<file path="src/rtl/cpu_ctrl_pkg.sv">
// Shared encodings for the instruction-sequencing controller: opcodes, FSM states,
// datapath select/ALU/shift codes and instruction field helpers.
package cpu_ctrl_pkg;

    localparam int INSTR_W = 16;

    localparam logic [2:0] OPC_MOV = 3'b110;
    localparam logic [2:0] OPC_ALU = 3'b101;

    localparam logic [1:0] OP_MOV_IMM = 2'b10;
    localparam logic [1:0] OP_MOV_REG = 2'b00;
    localparam logic [1:0] OP_ADD     = 2'b00;
    localparam logic [1:0] OP_CMP     = 2'b01;
    localparam logic [1:0] OP_AND     = 2'b10;
    localparam logic [1:0] OP_MVN     = 2'b11;

    typedef enum logic [2:0] {
        S_IDLE, S_DECODE, S_GET_A, S_GET_B, S_EXEC, S_WREG, S_WIMM, S_DONE
    } state_e;

    typedef enum logic [1:0] {ALU_ADD, ALU_SUB, ALU_AND, ALU_NOTB} alu_op_e;
    typedef enum logic [1:0] {SH_NONE, SH_LSL1, SH_LSR1, SH_ASR1} shift_e;
    typedef enum logic [1:0] {VSEL_C, VSEL_PC, VSEL_MDATA, VSEL_IMM8} vsel_e;

    function automatic logic [2:0] f_opcode(input logic [INSTR_W-1:0] ir);
        return ir[15:13];
    endfunction

    function automatic logic [1:0] f_op(input logic [INSTR_W-1:0] ir);
        return ir[12:11];
    endfunction

    function automatic logic [2:0] f_rn(input logic [INSTR_W-1:0] ir);
        return ir[10:8];
    endfunction

    function automatic logic [2:0] f_rd(input logic [INSTR_W-1:0] ir);
        return ir[7:5];
    endfunction

    function automatic logic [1:0] f_sh(input logic [INSTR_W-1:0] ir);
        return ir[4:3];
    endfunction

    function automatic logic [2:0] f_rm(input logic [INSTR_W-1:0] ir);
        return ir[2:0];
    endfunction

endpackage

</file>
<file path="src/rtl/cpu_ctrl_if.sv">
// Instruction handshake plus datapath control bundle between fetch, controller and datapath.
interface cpu_ctrl_if #(
    parameter int DATA_W = 16,
    parameter int RN_W   = 3
);
    logic              in_valid;
    logic [15:0]       instr;
    logic              in_ready;
    logic              done;
    logic              illegal;
    logic [RN_W-1:0]   readnum;
    logic [RN_W-1:0]   writenum;
    logic              write;
    logic [1:0]        vsel;
    logic              asel;
    logic              bsel;
    logic              loada;
    logic              loadb;
    logic              loadc;
    logic              loads;
    logic [1:0]        shift;
    logic [1:0]        ALUop;
    logic [DATA_W-1:0] sximm8;
    logic [DATA_W-1:0] sximm5;

    modport master (
        output in_valid, instr,
        input  in_ready, done, illegal, readnum, writenum, write, vsel, asel, bsel,
               loada, loadb, loadc, loads, shift, ALUop, sximm8, sximm5
    );

    modport slave (
        input  in_valid, instr,
        output in_ready, done, illegal, readnum, writenum, write, vsel, asel, bsel,
               loada, loadb, loadc, loads, shift, ALUop, sximm8, sximm5
    );
endinterface

</file>
<file path="src/rtl/cpu_ctrl_instr_decoder.sv">
// Combinational field extraction, legality check and immediate sign extension of the IR.
module instr_decoder
    import cpu_ctrl_pkg::*;
#(
    parameter int DATA_W = 16
) (
    input  logic [INSTR_W-1:0] ir,
    output logic [2:0]         opcode,
    output logic [1:0]         op,
    output logic [2:0]         rn,
    output logic [2:0]         rd,
    output logic [2:0]         rm,
    output logic [1:0]         sh,
    output logic [DATA_W-1:0]  sximm8,
    output logic [DATA_W-1:0]  sximm5,
    output logic               legal
);
    assign opcode = f_opcode(ir);
    assign op     = f_op(ir);
    assign rn     = f_rn(ir);
    assign rd     = f_rd(ir);
    assign rm     = f_rm(ir);
    assign sh     = f_sh(ir);

    // Every ALU-group op is legal; only MOV imm and MOV reg exist in the MOV group.
    assign legal = (opcode == OPC_ALU) ||
                   ((opcode == OPC_MOV) && ((op == OP_MOV_IMM) || (op == OP_MOV_REG)));

    genvar gi;
    generate
        for (gi = 0; gi < DATA_W; gi++) begin : g_sx
            if (gi < 8) begin : g_lo8
                assign sximm8[gi] = ir[gi];
            end else begin : g_hi8
                assign sximm8[gi] = ir[7];
            end
            if (gi < 5) begin : g_lo5
                assign sximm5[gi] = ir[gi];
            end else begin : g_hi5
                assign sximm5[gi] = ir[4];
            end
        end
    endgenerate
endmodule

</file>
<file path="src/rtl/cpu_ctrl_fsm.sv">
// Multi-cycle controller: accepts one instruction, sequences register reads, ALU and
// writeback for MOV/ADD/CMP/AND/MVN, then pulses done.
module cpu_ctrl_fsm
    import cpu_ctrl_pkg::*;
#(
    parameter int DATA_W = 16,
    parameter int RN_W   = 3
) (
    input  logic      clk,
    input  logic      rst_n,
    cpu_ctrl_if.slave bus
);
    state_e               state_reg, state_next;
    logic [INSTR_W-1:0]   ir_reg;

    logic [2:0]           opcode, rn, rd, rm;
    logic [1:0]           op, sh;
    logic                 legal;
    logic [DATA_W-1:0]    sximm8, sximm5;

    logic [RN_W-1:0]      readnum, writenum;
    logic [1:0]           vsel, shift, alu_op;
    logic                 write, asel, bsel, loada, loadb, loadc, loads, done, illegal;
    logic                 is_cmp, is_mov_imm, is_unary;

    instr_decoder #(.DATA_W(DATA_W)) u_dec (
        .ir     (ir_reg),
        .opcode (opcode),
        .op     (op),
        .rn     (rn),
        .rd     (rd),
        .rm     (rm),
        .sh     (sh),
        .sximm8 (sximm8),
        .sximm5 (sximm5),
        .legal  (legal)
    );

    always_ff @(posedge clk or negedge rst_n) begin
        if (!rst_n) begin
            state_reg <= S_IDLE;
            ir_reg    <= '0;
        end else begin
            state_reg <= state_next;
            if ((state_reg == S_IDLE) && bus.in_valid) begin
                ir_reg <= bus.instr;
            end
        end
    end

    assign is_cmp     = (opcode == OPC_ALU) && (op == OP_CMP);
    assign is_mov_imm = (opcode == OPC_MOV) && (op == OP_MOV_IMM);
    // MOV reg and MVN only need the B operand; A is forced to zero.
    assign is_unary   = ((opcode == OPC_MOV) && (op == OP_MOV_REG)) ||
                        ((opcode == OPC_ALU) && (op == OP_MVN));

    always_comb begin
        state_next = state_reg;
        readnum    = '0;
        writenum   = '0;
        write      = 1'b0;
        vsel       = VSEL_C;
        asel       = 1'b0;
        bsel       = 1'b0;
        loada      = 1'b0;
        loadb      = 1'b0;
        loadc      = 1'b0;
        loads      = 1'b0;
        shift      = SH_NONE;
        alu_op     = ALU_ADD;
        done       = 1'b0;
        illegal    = 1'b0;
        case (state_reg)
            S_IDLE: begin
                if (bus.in_valid) state_next = S_DECODE;
            end
            S_DECODE: begin
                if (!legal)          state_next = S_DONE;
                else if (is_mov_imm) state_next = S_WIMM;
                else if (is_unary)   state_next = S_GET_B;
                else                 state_next = S_GET_A;
            end
            S_GET_A: begin
                readnum    = RN_W'(rn);
                loada      = 1'b1;
                state_next = S_GET_B;
            end
            S_GET_B: begin
                readnum    = RN_W'(rm);
                loadb      = 1'b1;
                state_next = S_EXEC;
            end
            S_EXEC: begin
                shift = sh;
                asel  = is_unary;
                if (opcode == OPC_ALU) begin
                    case (op)
                        OP_CMP:  alu_op = ALU_SUB;
                        OP_AND:  alu_op = ALU_AND;
                        OP_MVN:  alu_op = ALU_NOTB;
                        default: alu_op = ALU_ADD;
                    endcase
                end
                loadc      = !is_cmp;
                loads      = is_cmp;
                state_next = is_cmp ? S_DONE : S_WREG;
            end
            S_WREG: begin
                writenum   = RN_W'(rd);
                vsel       = VSEL_C;
                write      = 1'b1;
                state_next = S_DONE;
            end
            S_WIMM: begin
                writenum   = RN_W'(rn);
                vsel       = VSEL_IMM8;
                write      = 1'b1;
                state_next = S_DONE;
            end
            S_DONE: begin
                done       = 1'b1;
                illegal    = !legal;
                state_next = S_IDLE;
            end
            default: state_next = S_IDLE;
        endcase
    end

    // Gate with rst_n so the source sees not-ready for the whole reset pulse.
    assign bus.in_ready = rst_n && (state_reg == S_IDLE);
    assign bus.done     = done;
    assign bus.illegal  = illegal;
    assign bus.readnum  = readnum;
    assign bus.writenum = writenum;
    assign bus.write    = write;
    assign bus.vsel     = vsel;
    assign bus.asel     = asel;
    assign bus.bsel     = bsel;
    assign bus.loada    = loada;
    assign bus.loadb    = loadb;
    assign bus.loadc    = loadc;
    assign bus.loads    = loads;
    assign bus.shift    = shift;
    assign bus.ALUop    = alu_op;
    assign bus.sximm8   = sximm8;
    assign bus.sximm5   = sximm5;
endmodule

</file>
<file path="src/flat_wrapper.sv">
// flat-port wrapper written by rule: the top's interface ports become plain ports
module cpu_ctrl_fsm_flat import cpu_ctrl_pkg::*;
#(
    parameter int DATA_W = 16,
    parameter int RN_W   = 3
)
  (clk, rst_n, bus_in_valid, bus_instr, bus_in_ready, bus_done, bus_illegal, bus_readnum, bus_writenum, bus_write, bus_vsel, bus_asel, bus_bsel, bus_loada, bus_loadb, bus_loadc, bus_loads, bus_shift, bus_ALUop, bus_sximm8, bus_sximm5);
  cpu_ctrl_if #(.DATA_W(DATA_W), .RN_W(RN_W)) bus_i ();
  input  logic clk;
  input  logic rst_n;
  input wire logic [$bits(bus_i.in_valid)-1:0] bus_in_valid;
  input wire logic [$bits(bus_i.instr)-1:0] bus_instr;
  output wire logic [$bits(bus_i.in_ready)-1:0] bus_in_ready;
  output wire logic [$bits(bus_i.done)-1:0] bus_done;
  output wire logic [$bits(bus_i.illegal)-1:0] bus_illegal;
  output wire logic [$bits(bus_i.readnum)-1:0] bus_readnum;
  output wire logic [$bits(bus_i.writenum)-1:0] bus_writenum;
  output wire logic [$bits(bus_i.write)-1:0] bus_write;
  output wire logic [$bits(bus_i.vsel)-1:0] bus_vsel;
  output wire logic [$bits(bus_i.asel)-1:0] bus_asel;
  output wire logic [$bits(bus_i.bsel)-1:0] bus_bsel;
  output wire logic [$bits(bus_i.loada)-1:0] bus_loada;
  output wire logic [$bits(bus_i.loadb)-1:0] bus_loadb;
  output wire logic [$bits(bus_i.loadc)-1:0] bus_loadc;
  output wire logic [$bits(bus_i.loads)-1:0] bus_loads;
  output wire logic [$bits(bus_i.shift)-1:0] bus_shift;
  output wire logic [$bits(bus_i.ALUop)-1:0] bus_ALUop;
  output wire logic [$bits(bus_i.sximm8)-1:0] bus_sximm8;
  output wire logic [$bits(bus_i.sximm5)-1:0] bus_sximm5;
  assign bus_i.in_valid = bus_in_valid;
  assign bus_i.instr = bus_instr;
  assign bus_in_ready = bus_i.in_ready;
  assign bus_done = bus_i.done;
  assign bus_illegal = bus_i.illegal;
  assign bus_readnum = bus_i.readnum;
  assign bus_writenum = bus_i.writenum;
  assign bus_write = bus_i.write;
  assign bus_vsel = bus_i.vsel;
  assign bus_asel = bus_i.asel;
  assign bus_bsel = bus_i.bsel;
  assign bus_loada = bus_i.loada;
  assign bus_loadb = bus_i.loadb;
  assign bus_loadc = bus_i.loadc;
  assign bus_loads = bus_i.loads;
  assign bus_shift = bus_i.shift;
  assign bus_ALUop = bus_i.ALUop;
  assign bus_sximm8 = bus_i.sximm8;
  assign bus_sximm5 = bus_i.sximm5;
  cpu_ctrl_fsm #(.DATA_W(DATA_W), .RN_W(RN_W)) u_core (.clk(clk), .rst_n(rst_n), .bus(bus_i));
endmodule
</file>
<file path="config.mk">
export PLATFORM = sky130hd
export DESIGN_NAME = cpu_ctrl_fsm_flat
export DESIGN_NICKNAME = d
export VERILOG_FILES = /design/src/rtl/cpu_ctrl_pkg.sv /design/src/rtl/cpu_ctrl_if.sv /design/src/rtl/cpu_ctrl_instr_decoder.sv /design/src/rtl/cpu_ctrl_fsm.sv /design/src/flat_wrapper.sv
export SDC_FILE = /design/constraint.sdc
export NUM_CORES = 1
export LEC_CHECK = 0
export ABC_CLOCK_PERIOD_IN_PS = 1500
export BUFFER_PORTS_ARGS = -buffer_cell sky130_fd_sc_hd__buf_2
export CORE_UTILIZATION = 40
export CTS_CLUSTER_DIAMETER = 30
export DETAILED_ROUTE_END_ITERATION = 16
export PLACE_DENSITY_LB_ADDON = 0.05
export REMOVE_ABC_BUFFERS = 1
export SLEW_MARGIN = 0
export SYNTH_ARGS = -nofsm -noshare
export SYNTH_HDL_FRONTEND = slang
export SYNTH_SLANG_ARGS = --single-unit
</file>
<file path="constraint.sdc">
create_clock -name clk -period 1.5 [get_ports clk]
set_clock_uncertainty 0.1 [all_clocks]
set_input_delay 0.225 -clock clk [delete_from_list [all_inputs] [get_ports clk]]
set_output_delay 0.225 -clock clk [all_outputs]
set_load 0.02 [all_outputs]
</file>
==> flow_metrics.py <==
metrics = {
    "status": {
        "status": "finished with violations",
        "failed_checks": "negative setup slack",
    },
    "cts": {
        "path_clk_slew_ps": 110,
        "cts_tree": "built",
        "clk_path_buf_depth": 2,
        "root_buffer": "clkbuf_4",
        "clock_latency_ps": 300,
        "htreeDepth": 1,
        "cts_inserted_buffers": 3,
        "cts_sinks": 19,
    },
    "power": {
        "p_leak_nw": 1.01,
        "ir_worst_vdd_mv": 0.870,
        "power_density_mw_per_mm2": 2520,
    },
    "layout": {
        "largest_reg_flops": 16,
        "stdcell_area_mm2": 0.00198,
        "syn2layout_area_growth_pct": 48.9,
        "final_nets": 220,
        "nFillCells": 286,
        "antenna_cells": 0,
        "layout-drive-gt1-share_pct": 73.0,
    },
    "critical_path": {
        "reg2regPathDepth": 6,
        "critPathCaptureType": "output port",
        "reg2reg_from": "u_core.state_reg[0]",
        "cp.required_ps": 1170,
        "r2r_end": "u_core.state_reg[0]",
        "worstPathMaxFanout": 5,
        "r2r_slack_ps": -170,
        "critPathLaunchType": "flop",
        "critPathArrivalTime_ps": 1510,
        "crit_type": "reg2out",
    },
    "logic_synthesis": {
        "synth_area_leaders": "dfrtp_1, buf_4, mux2_4",
        "syn_avg_cell_area_um2": 10.1,
        "yosysTopAreaCellShare_pct": 35.8,
        "ys_seq_elements": 19,
        "yosysSeqAreaShare_pct": 35.8,
        "ys_async_sr_fraction_pct": 100,
        "yosysWarnings": 0,
        "ys.flop_type": "dfrtp_1",
        "synth_area_leader_cell": "dfrtp_1",
        "synth_edf_count": 0,
        "netlist_instances": 132,
        "syn_area_mm2": 0.00133,
        "synth_cell_type_count": 35,
    },
    "placement": {
        "dpl.hpwl_um": 2180,
        "place_congestion": 0.772,
        "place_worst_setup_slack_ps": -67.2,
        "portBuffers": 71,
        "placed_cell_area_mm2": 0.00157,
    },
    "worst_hold_path": {
        "whs_endpoint": "u_core.ir_reg[1]",
        "min_from": "bus_instr[1]",
        "hold_path_depth": 2,
        "hold_class": "in2reg",
    },
    "floorplanning": {
        "start_util_pct": 42.8,
        "die_area_mm2": 0.00355,
        "design.core.area_mm2": 0.00310,
        "rows": 20,
        "dieHeight_um": 59.6,
        "ios": 73,
        "die_x_um": 59.6,
    },
    "drt": {
        "drtIter0Drc": 18,
        "antenna_left": 0,
        "drcViolationCount": 0,
        "wl_per_cell_um": 13.8,
        "viasPerCell": 4.75,
        "finalWirelength_um": 3380,
        "vias": 1158,
        "firstDrtPassIters": 4,
    },
    "timing": {
        "hold_viol": 0,
        "final-setup-viol-count": 38,
        "whs_ps": 38.7,
        "rsz0062_at_grt": "yes",
        "min_period_ps": 1830,
        "finalMaxSlewViolations": 0,
        "max_clock_freq_mhz": 546,
        "worst_slack_ps": -332,
        "fin_crit_sh_pct": 122,
    },
    "global_routing": {
        "overflow": 0,
        "grt_pass1_vias": 1074,
        "grt_usage_pct": 19.5,
        "grt_pass1_wl_um": 5060,
        "antenna_found_initial": 0,
        "grt_max_degree": 20,
    },
    "flow_run": {
        "maxCapViolations": 0,
    },
}
==> how the worst max path moves through the flow <==
stage / start / endpoint / slack, ps / cells after the start
2_1_floorplan: u_core.ir_reg[4] / bus_shift[1] / -1170 / 1
3_3_place_gp: u_core.state_reg[0] / u_core.ir_reg[12] / -20 / 3
3_5_place_dp: u_core.state_reg[0] / u_core.ir_reg[10] / -70 / 3
4_1_cts: u_core.ir_reg[14] / bus_loads / -310 / 4
5_1_grt: u_core.state_reg[0] / bus_loada / -410 / 5
6_report: u_core.state_reg[0] / bus_loada / -330 / 5
==> what timing repair did <==
| item | CTS | global route |
|---|---|---|
| hold endpoints to repair | 19 | 0 |
| hold buffers | 1 | 0 |
| pin swaps | 10 | 9 |
| buffers inserted | 7 | 6 |
| resized for setup | 56 | 20 |
| cloned | 1 | 0 |
| setup endpoints to repair | 37 | 43 |
==> synth_stat cells (all sizes together) (3+ instances only) <==
| cell type | n |
|---|---|
| o21ai | 3 |
| nor2 | 11 |
| nor2b | 5 |
| a22oi | 3 |
| nand2 | 5 |
| buf | 39 |
| a21oi | 4 |
| nor3 | 4 |
| inv | 3 |
| dfrtp | 19 |
| mux2 | 15 |
==> cells by family after synthesis <==
group | Yosys count | synth area share (%)
flops | 19 | 35.8
other cells | 1 | 0.282
mux | 15 | 15.3
xor+xnor | 1 | 0.660
compound gates | 14 | 6.97
simple gates | 40 | 17.3
buf+inv | 42 | 23.7
==> routing by layer <==
| layer | routed length, µm | up-vias | global-route usage (%) |
|---|---|---|---|
| li1 | - | 558 | - |
| met1 | 1390 | 551 | 22.0 |
| met2 | 1760 | 45 | 36.4 |
| met3 | 195 | 4 | 4.59 |
| met4 | 25 | 0 | 4.98 |
| met5 | 0 | - | 0 |
==> power breakdown <==
group | switching (mW) | internal (mW)
clock | 0.171 | 0.102
sequential | 0.332 | 0.780
combinational | 1.84 | 1.76
total | 2.34 | 2.65
==> layout make-up <==
cell class                      instances  area, µm²  area share [%]
Clock buffer                            3       22.5            1.14
Multi-Input combinational cell         72        689            34.9
Tap cell                               44       55.1            2.78
Timing Repair Buffer                  102        706            35.7
Inverter                                3       16.3           0.823
Sequential cell                        19        480            24.3
Clock inverter                          1       7.51           0.380
==> critical path: stages (launching register included) <==
cell and delay, ps:
dfrtp_2 470, buf_6 140, buf_8 120, buf_4 130, nor3b_2 170, buf_4 170
==> cells in the final DEF (no fill, tap or decap), types with 2 or more instances in the layout <==
cell type  instances
dfrtp_1           15
buf_8              2
and2b_1            2
buf_4             28
and2_4             3
and3_4             2
nand2_4            2
buf_2             55
a22oi_2            3
buf_6             16
clkbuf_4           3
nor2b_4            2
o21ai_0            2
inv_1              2
dfrtp_2            4
nor2_1            10
nand2_1            3
mux2_4            15
nor3_1             3
a21oi_1            3
nor2b_1            2
==> metrics by stage <==
step	power, mW	std cells	TNS [ps]	util [%]
6_report	4.99	244	-7190	63.7
5_1_grt	5.34	244	-9450	63.7
4_1_cts	4.69	239	-6270	60.0
3_5_place_dp	3.80	226	-608	50.6
3_3_place_gp	3.77	226	-134	50.6
2_1_floorplan	2.64	93	-16420	-
Note: power is estimated with default switching activity, not from simulation.
